$ cat config.mk
export PLATFORM = sky130hd
export DESIGN_NAME = tdm_demux_1_4
export DESIGN_NICKNAME = d
export VERILOG_FILES = /design/src/rtl/tdm_demux_pkg.sv /design/src/rtl/tdm_slot_cnt.sv /design/src/rtl/tdm_demux_1_4.sv
export SDC_FILE = /design/constraint.sdc
export NUM_CORES = 1
export LEC_CHECK = 0
export CAP_MARGIN = 0
export CORE_MARGIN = 10
export CORE_UTILIZATION = 40
export DETAILED_ROUTE_END_ITERATION = 16
export PLACE_DENSITY = 0.7
export SLEW_MARGIN = 20
export SYNTH_ARGS = -nofsm -noshare
export SYNTH_HDL_FRONTEND = slang
export SYNTH_SLANG_ARGS = --single-unit
$ cat constraint.sdc
create_clock -name clk -period 1.71 [get_ports clk]
set_input_delay 0.2565 -clock clk [delete_from_list [all_inputs] [get_ports clk]]
set_output_delay 0.2565 -clock clk [all_outputs]
set_load 0.03 [all_outputs]
$ cat src/rtl/tdm_demux_pkg.sv
// Shared types and constants for the 1-to-4 TDM demultiplexer.
package tdm_demux_pkg;

  typedef enum logic {ST_IDLE, ST_RUN} state_t;

  localparam int unsigned   SLOT_W    = 2;
  localparam int unsigned   NUM_LANES = 4;
  localparam logic [SLOT_W-1:0] SLOT_LAST = 2'b11;

  function automatic logic [NUM_LANES-1:0] slot_onehot(input logic [SLOT_W-1:0] s);
    slot_onehot = NUM_LANES'(1) << s;
  endfunction

endpackage

$ cat src/rtl/tdm_slot_cnt.sv
// Slot counter: load-to-1 on start of frame, increment with natural wrap 3->0.
module tdm_slot_cnt
  import tdm_demux_pkg::*;
(
  input  logic              clk,
  input  logic              rst_n,
  input  logic              load1,
  input  logic              inc,
  output logic [SLOT_W-1:0] slot,
  output logic              sel_1,
  output logic              sel_0
);

  always_ff @(posedge clk or negedge rst_n) begin
    if (!rst_n)
      slot <= '0;
    else if (load1)
      slot <= SLOT_W'(1);
    else if (inc)
      slot <= slot + SLOT_W'(1);
  end

  assign sel_1 = slot[1];
  assign sel_0 = slot[0];

endmodule

$ cat src/rtl/tdm_demux_1_4.sv
// Registered 1-to-4 time-division demultiplexer with start-of-frame alignment.
module tdm_demux_1_4
  import tdm_demux_pkg::*;
#(
  parameter int unsigned WIDTH         = 1,
  parameter bit          RESYNC_ON_SOF = 1'b1
) (
  input  logic             clk,
  input  logic             rst_n,
  input  logic             in_valid,
  input  logic             in_sof,
  input  logic [WIDTH-1:0] in_data,
  output logic [WIDTH-1:0] o0,
  output logic [WIDTH-1:0] o1,
  output logic [WIDTH-1:0] o2,
  output logic [WIDTH-1:0] o3,
  output logic [3:0]       out_valid,
  output logic             sel_1,
  output logic             sel_0,
  output logic             frame_done,
  output logic             sync_err
);

  state_t                 state, state_nxt;
  logic [SLOT_W-1:0]      slot;
  logic                   cnt_load, cnt_inc;
  logic [NUM_LANES-1:0]   wr_en;
  logic                   done_nxt, err_nxt;
  logic [WIDTH-1:0]       lane [NUM_LANES];

  tdm_slot_cnt u_slot_cnt (
    .clk   (clk),
    .rst_n (rst_n),
    .load1 (cnt_load),
    .inc   (cnt_inc),
    .slot  (slot),
    .sel_1 (sel_1),
    .sel_0 (sel_0)
  );

  always_ff @(posedge clk or negedge rst_n) begin
    if (!rst_n)
      state <= ST_IDLE;
    else
      state <= state_nxt;
  end

  always_comb begin
    state_nxt = state;
    wr_en     = '0;
    cnt_load  = 1'b0;
    cnt_inc   = 1'b0;
    done_nxt  = 1'b0;
    err_nxt   = 1'b0;
    if (in_valid) begin
      case (state)
        ST_IDLE: begin
          if (in_sof) begin
            wr_en     = slot_onehot(SLOT_W'(0));
            cnt_load  = 1'b1;
            state_nxt = ST_RUN;
          end else begin
            err_nxt = 1'b1;
          end
        end
        ST_RUN: begin
          err_nxt = in_sof;
          // Without resync a stray sof beat simply fills the current slot.
          if (in_sof && RESYNC_ON_SOF) begin
            wr_en    = slot_onehot(SLOT_W'(0));
            cnt_load = 1'b1;
          end else begin
            wr_en   = slot_onehot(slot);
            cnt_inc = 1'b1;
            if (slot == SLOT_LAST) begin
              done_nxt  = 1'b1;
              state_nxt = ST_IDLE;
            end
          end
        end
        default: state_nxt = ST_IDLE;
      endcase
    end
  end

  always_ff @(posedge clk or negedge rst_n) begin
    if (!rst_n) begin
      for (int unsigned i = 0; i < NUM_LANES; i++)
        lane[i] <= '0;
      out_valid  <= '0;
      frame_done <= 1'b0;
      sync_err   <= 1'b0;
    end else begin
      for (int unsigned i = 0; i < NUM_LANES; i++)
        if (wr_en[i])
          lane[i] <= in_data;
      out_valid  <= wr_en;
      frame_done <= done_nxt;
      sync_err   <= err_nxt;
    end
  end

  assign o0 = lane[0];
  assign o1 = lane[1];
  assign o2 = lane[2];
  assign o3 = lane[3];

endmodule

==> results.txt <==
----------------------------------------------------
[STA]
  Final hold slack ... 0.3319 ns
  Unrepaired setup endpoints after global routing ... false
  Fmax achieved ... 642.1 MHz
  Total count of max-transition violations in the final report ... 0
  Final critical path time including I/O delays and setup ... 1.557 ns
  Period utilization ... 91.07%
  Maximum clock skew at final layout ... 0.001239 ns
  Worst slew margin ... 64.34%
  Final-report setup violation count ... 0
  Worst Max-Slew Pin Slew ... 0.5332 ns
  Summed negative setup slack over all endpoints ... 0 ns
  Final Hold Vio Count ... 0

[Placement]
  Placer congestion estimate ... 0.7420
  Detailed placement HPWL ... 877.3 um
  Area post-placement ... 737.0 sq um
  I/O Buffers ... 16

[Finish]
  Final net count ... 77
  Final instance area ... 774.5 sq um
  Syn-to-layout area delta ... 34.86%
  Fill cell total of the finished layout ... 118
  Footprint of the flip-flops and latches ... 300.3 sq um
  Layout cell share with drive strength beyond 1 ... 13.64%
  Ant. Diodes ... 0
  Layout Utilization ... 58.07%
  Combined area of the multi-input logic cells ... 227.7 sq um

[GRT]
  Global route overflow ... 0
  Maximum number of pins on one net before global-route repair ... 15
  Initial antenna violation count ... 0
  GRT Total Usage ... 7.344%
  Via count of the first global-routing pass ... 420
  Global-route wire length before repair ... 1918 um

[Die]
  Floorplan core area ... 1334 sq um
  DIE WIDTH ... 57.89 um
  Number of rows in the core area ... 13
  Die ar. ... 3351 sq um
  Initial cell density of the core ... 43.06%
  Number of top-level design ports ... 17
  Die span in y ... 57.89 um

[Flow run]
  Max capacitance violation total ... 0

[Clocking]
  Maximum clock path buffer count ... 2
  Clock tree root buffer cell ... sky130_fd_sc_hd__clkbuf_4
  Number of buffers created by CTS ... 3
  Post-CTS setup buffer count ... 0
  Clock slew at reported path FFs ... 0.07 ns
  Total number of H-tree levels ... 1
  Total number of clock tree sinks ... 12
  Clock tree from TritonCTS ... yes
  Clock latency at the later pin of the worst-skew pair ... 0.27 ns

[Worst setup path]
  Type of element capturing the critical path ... output pin
  Arrival time worst endpoint ... 1.30 ns
  Crit-path max cell delay ... 0.67 ns
  CP top delay family ... buffers and inverters
  Crit path max-delay cell type ... sky130_fd_sc_hd__clkdlybuf4s50_1
  Critical path type ... reg2out
  Critical path, cell by cell ... clkdlybuf4s50_1
  Data required time of the worst path ... 1.45 ns
  Number of buffer and inverter stages on the critical path ... 1
  Startpoint class of the critical path ... register
  Worst-path maximum fanout ... 2

[Synth]
  YS warnings ... 0
  Avg Inst Size Synth ... 11.96 sq um
  Share of the yosys chip area belonging to registers ... 52.29%
  Number of cells produced by synthesis ... 48
  Most area-consuming cells after synthesis ... sky130_fd_sc_hd__dfrtp_1, sky130_fd_sc_hd__ha_1, sky130_fd_sc_hd__nand4b_1, sky130_fd_sc_hd__inv_1, sky130_fd_sc_hd__mux2_1
  Cell area after technology mapping ... 574.3 sq um
  Number of synthesized register bits ... 12
  Post-synthesis cell type with the largest combined area ... sky130_fd_sc_hd__dfrtp_1
  Share of Yosys cell area claimed by the top area cell type ... 52.29%
  Syn nets ... 58
  Number of distinct standard cells referenced by the synthesized netlist ... 23

[Drt]
  Total via count after detailed routing ... 416
  Post-Route WL ... 1099 um
  Iteration count of the initial detailed-routing pass ... 2
  Number of design-rule violations left by the first detailed-router iteration ... 3
  Remaining antenna violation count after routing ... 0
  Routed wirelength normalized by instance count ... 13.57 um
  Drt via density ... 5.136
  DRC violation count after routing ... 0

[Outcome]
  Result of the run ... finished clean

[Power]
  Cell area power density ... 1366 nW/um^2
  Maximum resistive drop on vdd ... 753.2 uV
  Static leakage ... 0.3897 nW

[Worst hold path]
  Type of the worst min-delay path ... in2async

----------------------------------------------------
[through the flow]
step	power, W	setup WS (ns)	instances
finish	0.001058	0.1527	81
detailed placement	0.0008548	0.07633	77
global route	0.001128	0.09316	81
global placement	0.0008457	0.1297	77
CTS	0.001074	0.03143	81
floorplan	0.0006669	0.3142	48
[sequential cells by signal, indices dropped and copies added (netlist names)]
register	cells
o1	1
state	1
o2	1
o3	1
o0	1
frame_done	1
out_valid	3
u_slot_cnt.slot	2
sync_err	1
[synth_stat cells, drive strengths merged]
master	n
and2	1
buf	3
and2b	1
a32o	1
ha	5
a21boi	1
nand4b	3
nor2	1
and4b	1
o2bb2ai	1
dfrtp	12
a21oi	1
nor3	2
inv	6
mux2	3
nand2	2
nand3	1
o21ai	1
a22o	1
nor2b	1
[cell type report]
cell class	instances	area share [%]
Sequential cell	12	38.77
Tap cell	15	2.423
Clock buffer	4	4.685
Timing Repair Buffer	17	21.81
Multi-Input combinational cell	27	29.40
Inverter	6	2.908
[worst register-to-register path, cell delays in order, from the launching register on]
cell and delay (ns):
sky130_fd_sc_hd__dfrtp_1 0.46, sky130_fd_sc_hd__inv_1 0.09, sky130_fd_sc_hd__ha_1 0.19, sky130_fd_sc_hd__nand4b_1 0.11
sky130_fd_sc_hd__mux2_1 0.33
[repair_timing]
action / in CTS / in global routing
hold buffers: 0 / 0
setup endpoints to repair: 1 / 1
gates resized for setup: 1 / 1
[where the power goes]
part / switching, W / internal (W) / total [W]
logic: 0.000234 / 0.000187 / 0.000421
clock network: 0.0000939 / 0.000129 / 0.000223
registers: 0.0000583 / 0.000355 / 0.000413
[kinds of logic (layout without fill, tap and decap cells)]
family,count (synthesis),after routing,synth area share (%)
flops,12,12,52.29
simple gates,13,13,14.82
compound gates,6,6,8.060
buf+inv,9,27,8.060
mux,3,3,5.882
fa+ha+maj,5,5,10.89
[cell usage in the layout (no fill, tap or decap)]
cell type / synthesis / layout
sky130_fd_sc_hd__a21boi_0: 1 / 1
sky130_fd_sc_hd__a21oi_1: 1 / 1
sky130_fd_sc_hd__a22o_2: 1 / 1
sky130_fd_sc_hd__a32o_1: 1 / 1
sky130_fd_sc_hd__and2_1: 1 / 1
sky130_fd_sc_hd__and2b_2: 1 / 1
sky130_fd_sc_hd__and4b_2: 1 / 1
sky130_fd_sc_hd__buf_4: 1 / 1
sky130_fd_sc_hd__clkbuf_4: 0 / 3
sky130_fd_sc_hd__clkbuf_8: 0 / 1
sky130_fd_sc_hd__clkdlybuf4s50_1: 0 / 14
sky130_fd_sc_hd__dfrtp_1: 12 / 12
sky130_fd_sc_hd__dlygate4sd2_1: 0 / 1
sky130_fd_sc_hd__dlymetal6s2s_1: 0 / 1
sky130_fd_sc_hd__ha_1: 5 / 5
sky130_fd_sc_hd__inv_1: 6 / 6
sky130_fd_sc_hd__mux2_1: 2 / 2
sky130_fd_sc_hd__mux2_2: 1 / 1
sky130_fd_sc_hd__nand2_1: 2 / 2
sky130_fd_sc_hd__nand3_1: 1 / 1
sky130_fd_sc_hd__nand4b_1: 3 / 3
sky130_fd_sc_hd__nor2_1: 1 / 1
sky130_fd_sc_hd__nor2b_1: 1 / 1
sky130_fd_sc_hd__nor3_1: 2 / 2
sky130_fd_sc_hd__o21ai_0: 1 / 1
sky130_fd_sc_hd__o2bb2ai_1: 1 / 1
[final timing paths]
check	endpoint	startpoint	cells after the start	slack (ns)
max	o2	o2	1	0.15
min	frame_done	rst_n	1	0.33
max reg2reg	o2	u_slot_cnt.slot[0]	4	0.41
min reg2reg	o1	o1	1	0.51
max in group asynchronous	state	rst_n	1	1.03
min in group clk	o1	o1	1	0.51
[per-layer routing]
| metal | wire, um | part of all wire, % | track usage [%] | vias to the layer above |
|---|---|---|---|---|
| met1 | 459 | 42 | 7.980 | 195 |
| li1 | - | - | - | 201 |
| met2 | 473 | 43 | 10.12 | 16 |
| met3 | 145 | 13 | 4.793 | 4 |
| met5 | 0 | 0 | 0 | - |
| met4 | 21 | 1.9 | 5.034 | 0 |
(Power assumes the default switching activity.)
